==> config.mk <==
export PLATFORM = sky130hd
export DESIGN_NAME = csr_gpio_bank
export DESIGN_NICKNAME = d
export VERILOG_FILES = /design/src/rtl/csr_gpio_bank.sv
export SDC_FILE = /design/constraint.sdc
export NUM_CORES = 1
export LEC_CHECK = 0
export CAP_MARGIN = 20
export CORE_MARGIN = 4
export CORE_UTILIZATION = 40
export CTS_BUF_LIST = sky130_fd_sc_hd__clkbuf_8
export DETAILED_ROUTE_END_ITERATION = 7
export PLACE_DENSITY = 0.82
export REMOVE_ABC_BUFFERS = 1
export SETUP_SLACK_MARGIN = 0.02
export SYNTH_ARGS = -nofsm -noshare
export SYNTH_HDL_FRONTEND = slang
export SYNTH_SLANG_ARGS = --single-unit
==> constraint.sdc <==
create_clock -name clk -period 1.75 [get_ports clk]
set_clock_uncertainty 0.2 [all_clocks]
set_input_delay 0.175 -clock clk [delete_from_list [all_inputs] [get_ports clk]]
set_output_delay 0.175 -clock clk [all_outputs]
set_load 0.02 [all_outputs]
==> src/rtl/csr_gpio_bank.sv <==
// csr_gpio_bank: GPIO bank with five CSRs (DIR, DATA, IE, EDGE, PEND),
// input synchroniser, edge-triggered pending bits and a level irq.
// Optional macro GPIO_DEBOUNCE_EN adds a prescaled 3-tick debounce filter
// between the synchroniser and everything that observes the pins.
`timescale 1ns / 1ps

package csr_gpio_bank_pkg;
  // funct3 encoding of the Zicsr instructions; bit 2 selects the immediate form.
  typedef enum logic [2:0] {
    CSR_NONE = 3'b000,
    CSR_RW   = 3'b001,
    CSR_RS   = 3'b010,
    CSR_RC   = 3'b011,
    CSR_RWI  = 3'b101,
    CSR_RSI  = 3'b110,
    CSR_RCI  = 3'b111
  } csr_op_t;
endpackage

module csr_gpio_bank
  import csr_gpio_bank_pkg::*;
#(
  parameter int unsigned GpioNum       = 8,
  parameter int unsigned SyncStages    = 2,
  parameter logic [11:0] DirAddr       = 12'h7C0,
  parameter logic [11:0] DataAddr      = 12'h7C1,
  parameter logic [11:0] IntEnAddr     = 12'h7C2,
  parameter logic [11:0] IntEdgeAddr   = 12'h7C3,
  parameter logic [11:0] IntPendAddr   = 12'h7C4,
  parameter logic [15:0] DebounceTicks = 16'd1000
) (
  input  logic               clk,
  input  logic               reset,
  input  logic               csr_enable,
  input  logic [11:0]        csr_addr,
  input  csr_op_t            csr_op,
  input  logic [4:0]         rs1_zimm,
  input  logic [31:0]        rs1_data,
  input  logic [GpioNum-1:0] gpio_in,
  output logic [GpioNum-1:0] gpio_out,
  output logic [GpioNum-1:0] gpio_oe,
  output logic [31:0]        csr_out,
  output logic               irq
);

  // Edge detection stays off until the synchroniser and delay flops hold real pin data.
  localparam logic [2:0] WarmCycles = 3'(SyncStages + 1);

  logic [GpioNum-1:0] dir_q, dir_d;
  logic [GpioNum-1:0] dout_q, dout_d;
  logic [GpioNum-1:0] ie_q, ie_d;
  logic [GpioNum-1:0] edge_q, edge_d;
  logic [GpioNum-1:0] pend_q, pend_d;

  logic [SyncStages-1:0][GpioNum-1:0] sync_q, sync_d;
  logic [GpioNum-1:0] sync_out;
  logic [GpioNum-1:0] filt;
  logic [GpioNum-1:0] filt_dly_q, filt_dly_d;
  logic [2:0]         warm_q, warm_d;

  logic [31:0]        wr_operand;
  logic [GpioNum-1:0] wr_bits;
  logic               unused_wr_operand;
  logic [GpioNum-1:0] det;
  logic [GpioNum-1:0] hw_set;
  logic [GpioNum-1:0] data_rd;

  // Apply one CSR read-modify-write op; RS/RC with a zero operand leave the value alone.
  function automatic logic [GpioNum-1:0] apply_op(input csr_op_t            op,
                                                  input logic [GpioNum-1:0] cur,
                                                  input logic [GpioNum-1:0] opnd);
    case (op)
      CSR_RW, CSR_RWI: apply_op = opnd;
      CSR_RS, CSR_RSI: apply_op = cur | opnd;
      CSR_RC, CSR_RCI: apply_op = cur & ~opnd;
      default:         apply_op = cur;
    endcase
  endfunction

  // Zero-extend a GpioNum-wide register onto the 32-bit read bus.
  function automatic logic [31:0] zext(input logic [GpioNum-1:0] v);
    zext              = '0;
    zext[GpioNum-1:0] = v;
  endfunction

  // Select the write operand; bits above GpioNum-1 are dropped on purpose.
  always_comb begin
    wr_operand = csr_op[2] ? {27'd0, rs1_zimm} : rs1_data;
  end
  assign wr_bits           = wr_operand[GpioNum-1:0];
  assign unused_wr_operand = ^wr_operand;

  // Shift the raw pins through the synchroniser and keep a delayed filtered copy.
  always_comb begin
    sync_d     = {sync_q[SyncStages-2:0], gpio_in};
    filt_dly_d = filt;
    warm_d     = (warm_q == WarmCycles) ? warm_q : warm_q + 3'd1;
  end
  assign sync_out = sync_q[SyncStages-1];

`ifdef GPIO_DEBOUNCE_EN
  logic [15:0]             pre_q, pre_d;
  logic                    deb_tick;
  logic [GpioNum-1:0]      deb_filt_q, deb_filt_d;
  logic [GpioNum-1:0][1:0] deb_cnt_q, deb_cnt_d;

  // Shared prescaler tick plus per-pin 3-tick disagreement counters.
  always_comb begin
    deb_tick   = (pre_q == DebounceTicks - 16'd1);
    pre_d      = deb_tick ? 16'd0 : pre_q + 16'd1;
    deb_filt_d = deb_filt_q;
    deb_cnt_d  = deb_cnt_q;
    for (int i = 0; i < int'(GpioNum); i++) begin
      if (sync_out[i] == deb_filt_q[i]) begin
        deb_cnt_d[i] = 2'd0;
      end else if (deb_tick) begin
        if (deb_cnt_q[i] == 2'd2) begin
          deb_filt_d[i] = sync_out[i];
          deb_cnt_d[i]  = 2'd0;
        end else begin
          deb_cnt_d[i] = deb_cnt_q[i] + 2'd1;
        end
      end
    end
  end

  // Debounce state registers.
  always_ff @(posedge clk) begin
    if (reset) begin
      pre_q      <= '0;
      deb_filt_q <= '0;
      deb_cnt_q  <= '0;
    end else begin
      pre_q      <= pre_d;
      deb_filt_q <= deb_filt_d;
      deb_cnt_q  <= deb_cnt_d;
    end
  end

  assign filt = deb_filt_q;
`else
  logic [15:0] unused_debounce_ticks;
  assign unused_debounce_ticks = DebounceTicks;
  assign filt                  = sync_out;
`endif

  // Detect the selected edge per pin and qualify it with the interrupt enable.
  always_comb begin
    det    = '0;
    hw_set = '0;
    if (warm_q == WarmCycles) begin
      det = (filt & ~filt_dly_q & edge_q) | (~filt & filt_dly_q & ~edge_q);
    end
    hw_set = det & ie_q;
  end

  // Next-state for the CSR registers; a hardware pending set overrides a software clear.
  // NOTE: every variable gets its hold value first so no latch is inferred.
  always_comb begin
    dir_d  = dir_q;
    dout_d = dout_q;
    ie_d   = ie_q;
    edge_d = edge_q;
    pend_d = pend_q;
    if (csr_enable) begin
      if (csr_addr == DirAddr)     dir_d  = apply_op(csr_op, dir_q, wr_bits);
      if (csr_addr == DataAddr)    dout_d = apply_op(csr_op, dout_q, wr_bits);
      if (csr_addr == IntEnAddr)   ie_d   = apply_op(csr_op, ie_q, wr_bits);
      if (csr_addr == IntEdgeAddr) edge_d = apply_op(csr_op, edge_q, wr_bits);
      if (csr_addr == IntPendAddr) pend_d = apply_op(csr_op, pend_q, wr_bits);
    end
    pend_d = pend_d | hw_set;
  end

  // Register bank; synchronous reset overrides any write in flight.
  // NOTE: non-blocking assignments so every flop samples pre-edge values.
  always_ff @(posedge clk) begin
    if (reset) begin
      dir_q      <= '0;
      dout_q     <= '0;
      ie_q       <= '0;
      edge_q     <= '1;
      pend_q     <= '0;
      sync_q     <= '0;
      filt_dly_q <= '0;
      warm_q     <= '0;
    end else begin
      dir_q      <= dir_d;
      dout_q     <= dout_d;
      ie_q       <= ie_d;
      edge_q     <= edge_d;
      pend_q     <= pend_d;
      sync_q     <= sync_d;
      filt_dly_q <= filt_dly_d;
      warm_q     <= warm_d;
    end
  end

  // Read mux from pre-write register values; outputs pins read back DOUT.
  always_comb begin
    data_rd = (dout_q & dir_q) | (filt & ~dir_q);
    csr_out = '0;
    if (csr_addr == DirAddr)          csr_out = zext(dir_q);
    else if (csr_addr == DataAddr)    csr_out = zext(data_rd);
    else if (csr_addr == IntEnAddr)   csr_out = zext(ie_q);
    else if (csr_addr == IntEdgeAddr) csr_out = zext(edge_q);
    else if (csr_addr == IntPendAddr) csr_out = zext(pend_q);
  end

  assign gpio_out = dout_q;
  assign gpio_oe  = dir_q;
  assign irq      = |(pend_q & ie_q);

endmodule

# Word-level counts from Yosys, hierarchy flattened

Cells that the tools add are included.

Eq/ne operators: 12
$add $sub $neg: 1
Reductions and logical operators: 9
Muxes and demuxes: 14
Bitwise logic cells: 26

Operators with widths:

| cell                                            | number |
|---|---|
| case mux 8 bit (3 select lines)                 | 5 |
| AND 8 bit                                       | 13 |
| 2-to-1 mux 8 bit                                | 9 |
| OR 8 bit                                        | 8 |
| == test 12 x 11 -> 1 bit, second input constant | 5 |
| inverter 8 bit                                  | 5 |
| AND reduction 3 bit                             | 4 |
| == test 3 x 2 -> 1 bit, second input constant   | 3 |
| == test 3 bit, second input constant            | 3 |
| OR reduction 8 bit                              | 1 |
| OR reduction 2 bit                              | 3 |
| adder 3 x 1 -> 3 bit, second input constant     | 1 |
| == test 3 x 1 -> 1 bit, second input constant   | 1 |
| nonzero test 3 bit                              | 1 |

Input port bits: 63
Output and inout port bits: 49
Register bits after elaboration: 67

# Logic depth before layout (Yosys ltp)

Depth in word-level cells: 7
Depth in mapped cells: 6
Mapped depth without buffers: 5

# Worst setup path after synthesis

No wires, ideal clock.

Kind: input to register
From: input port csr_addr[1]
To: register dir_q[6] (netlist: gpio_oe[6])
Path buffers: 1
Arrival time: 1607 ps
Setup slack: -144 ps
Setup time: 87 ps
Stages on the path: 5
Cell sequence: or4_4 -> or4_1 -> buf_2 -> nand2b_4 -> o31ai_1

Cells in the longest elaborated chain, start to end: 2

RTL lines:

| element                       | line | text |
|---|---|---|
| from (decl)                   | 35   | `input logic [11:0] csr_addr,` |
| == test 12 x 11 -> 1 bit      | 166  | `if (csr_addr == DirAddr) dir_d = apply_op(csr_op, dir_q, wr_bits);` |
| AND reduction 3 bit (no line) | --   |  |
| to (signal assigned)          | 188  | `dir_q <= dir_d;` |
| to (decl)                     | 49   | `logic [GpioNum-1:0] dir_q, dir_d;` |

No other way between the ends.
A chain may end at the register's enable or synchronous reset.

# Final worst setup path

From: register dir_q[4] (netlist: gpio_oe[4])
To: output port csr_out[4]

Cells in the longest elaborated chain, start to end: 5

RTL lines:

| element            | line | text |
|---|---|---|
| inverter 8 bit     | 201  | `data_rd = (dout_q & dir_q) \| (filt & ~dir_q);` |
| AND 8 bit          | 201  |  |
| OR 8 bit           | 201  |  |
| 2-to-1 mux 8 bit   | 204  | `else if (csr_addr == DataAddr) csr_out = zext(data_rd);` |
| 2-to-1 mux 8 bit * | 203  | `if (csr_addr == DirAddr) csr_out = zext(dir_q);` |
| to (decl)          | 42   | `output logic [31:0] csr_out,` |

Mark *: on every way between the ends. The rest lies on a longest branch, timed or not.

==> impl_metrics.env <==
export IMPL_status="finished with violations"
export IMPL_failed_checks="negative setup slack"
export IMPL_hold_path_startpoint="reset"
export IMPL_period_minus_slack_ns=1.91
export IMPL_core_um2=8720
export IMPL_grt_pass1_wl_mm=19.5
export IMPL_yosysTopAreaCell="dfxtp_1"
export IMPL_end_kind="output pin"
export IMPL_arrival_ns=1.53
export IMPL_cts_hold_buf=0
export IMPL_grt_overflow=0
export IMPL_slew_violations=0
export IMPL_rsz0062_at_grt="true"
export IMPL_grt_max_degree=37
export IMPL_synthCells=430
export IMPL_period_share_pct=109
export IMPL_dpl_cell_area_um2=4950
export IMPL_firstDrtPassIters=5
export IMPL_final_area_um2=5530
export IMPL_hold_class="input port to flop"
export IMPL_drt_iter0_markers=409
export IMPL_drt_wl_total_mm=13.1
export IMPL_yosys_register_bits=67
export IMPL_worstSetupStartpoint="gpio_oe[4]"
export IMPL_start_kind="flop"
export IMPL_cts_root_buf="clkbuf_8"
export IMPL_place_gp_congestion=0.921
export IMPL_drcViolationCount=0
export IMPL_grt_pass1_vias=3993
export IMPL_cp_cell_sequence="mux2_4, nand2_2, nand2_1, a32o_2, buf_6"
export IMPL_async_flop_share_pct=0
export IMPL_synth_edf_count=0
export IMPL_die_h_um=103
export IMPL_grt_usage_pct=24.2
export IMPL_synth_seq_area_share_pct=37.2
export IMPL_synth_common_cells="dfxtp_1 (67), nor2b_1 (45), o21ai_0 (44)"
export IMPL_slowest_stage="dfxtp_2"
export IMPL_synth_cell_type_count=46
export IMPL_insertion_delay_ns=0.35
export IMPL_syn_to_final_growth_pct=53.5
export IMPL_fmax_mhz=524
export IMPL_portBuffers=63
export IMPL_crit_required_ns=1.37
export IMPL_synth_top_area_share_pct=37.2
export IMPL_use_met2_pct=39.3
export IMPL_top_usage_layer="met2"
export IMPL_vias=4094
export IMPL_worst_slack_ns=-0.159
export IMPL_peakVddDrop_mv=0.442
export IMPL_die_area_um2=10600
export IMPL_register_area_um2=1350
export IMPL_cts_htree_levels=3
export IMPL_finalPower_mw=3.60
export IMPL_critPathKind="flop to output pin"
export IMPL_cts_tree="yes"
export IMPL_antenna_found_initial=0
export IMPL_final_antenna_net_count=0
export IMPL_viasPerCell=5.80
export IMPL_initial_core_util_pct=41.3
export IMPL_drive_gt1_share_pct=35.5
export IMPL_wl_per_cell_um=18.6
export IMPL_dpl_hpwl_mm=8.62
export IMPL_clock_sinks=67
export IMPL_cpPeakStageDelay_ns=0.35
export IMPL_hold_viol=0
export IMPL_fillers=692
export IMPL_grtUsageMet1_pct=29.2
export IMPL_n_antenna_cell=0
export IMPL_fin_hold_ws_ns=0.152
export IMPL_numCtsBuffers=9
export IMPL_r2r_start="warm_q[0]"
export IMPL_avgSynthCellArea_um2=8.37
export IMPL_syn_area_um2=3600
export IMPL_die_width_um=103
export IMPL_nets=658
export IMPL_multi_input_area_um2=2280
export IMPL_io_pins=112
export IMPL_crit_fanout=2
export IMPL_max_cap_viol_count=0
export IMPL_row_count=34
export IMPL_synthTopCellsByArea="dfxtp_1 (37%), nor2b_1 (7.8%), o21ai_0 (6.1%)"
export IMPL_grt_util_met3_pct=6.77
export IMPL_p_per_area_nw_per_um2=651
export IMPL_post_synth_top_count_cell="dfxtp_1"
export IMPL_clk_path_buf_depth=2
export IMPL_ys_flop_type="dfxtp_1"
export IMPL_ys_warn_count=0
export IMPL_setup_viol=10
export IMPL_cts_clk_slew_worst_paths_ns=0.08
export IMPL_p_leak_nw=2.39
[power by group]
group | total (mW) | switching (mW) | internal (mW)
Clock | 1.48 | 0.604 | 0.872
Sequential | 1.58 | 0.0169 | 1.56
Combinational | 0.542 | 0.292 | 0.250
[worst max-delay path: cells and delay by family, from the launching register on]
family | cells | cell delay [ns]
DFF | 1 | 0.35
muxes | 1 | 0.31
AOI/OAI and AO/OA | 1 | 0.29
buffers and inverters | 1 | 0.13
and+or+nand+nor | 2 | 0.10
[state kept, by name, summed over array words and instances, names as in the netlist]
name and count:
filt_dly_q 8, gpio_out 8, ie_q 8, gpio_oe 8
sync_d 8, warm_q 3, edge_q 8, pend_q 8
filt 8
[per-stage QoR]
step	cells	utilization (%)	setup WS (ns)	TNS [ns]
6_report	706	63.4	-0.159	-1.13
2_1_floorplan	405	-	-0.412	-6.32
4_1_cts	706	62.2	-0.161	-1.14
5_1_grt	706	63.4	-0.202	-1.55
3_3_place_gp	677	56.7	-0.920	-28.10
3_5_place_dp	677	56.7	-1.01	-31.22
[layout make-up]
| cell class | instances | area share (%) |
|---|---|---|
| Timing Repair Buffer | 177 | 27.5 |
| Clock inverter | 5 | 1.38 |
| Inverter | 2 | 0.136 |
| Sequential cell | 67 | 24.5 |
| Multi-Input combinational cell | 336 | 41.3 |
| Clock buffer | 11 | 2.74 |
| Tap cell | 108 | 2.45 |
[cells by family after synthesis]
logic type / synth area share, %
AOI/OAI and AO/OA: 21.5
xor gates and xnor gates: 0.487
adders and majority gates: 0.695
buffers and inverters: 7.78
DFF: 37.2
muxes: 5.73
other: 0.104
and+or+nand+nor: 26.5
[layer usage]
metal	wire, um	share of wire, %
met5	0	0
met4	626	4.8
met3	1590	12
met2	6100	47
met1	4790	37
[path summary, 6_finish.rpt]
path,slack [ns],to,cells after the start
worst max-delay path,-0.16,csr_out[4],5
worst min-delay path,0.15,pend_q[2],4
worst max register to register,0.18,pend_q[5],5
worst min register to register,0.24,filt[5],1
[what timing repair did]
action                     in CTS  in global routing
pin swaps                      19                 13
resized for setup             171                 46
setup endpoints to repair      65                 36
setup buffers                   9                  0
cloned                          4                  0
[placed cells by master (no fill, tap or decap), types with 3 or more instances in the layout]
cell type        instances
mux2_4                   8
o21ai_2                  8
a32o_2                   8
mux2_2                   5
inv_1                    3
nand4_1                  5
nand3_1                 15
dfxtp_2                  9
conb_1                  24
a22oi_1                  7
o21ai_1                 12
buf_6                   26
a21boi_1                 5
nor2_1                  13
clkbuf_8                11
nand2b_1                12
buf_2                    5
dlygate4sd2_1           20
clkdlybuf4s50_1         23
a22oi_2                  5
a21oi_1                 20
nand2_1                 38
nor3b_1                  7
nand2_2                  4
o211ai_1                14
nor2b_1                 43
a211o_1                  7
and2_1                   8
dfxtp_1                 58
mux2i_1                  5
buf_4                   96
o21ai_0                 28
No activity file was read; power rests on OpenSTA's default activity.
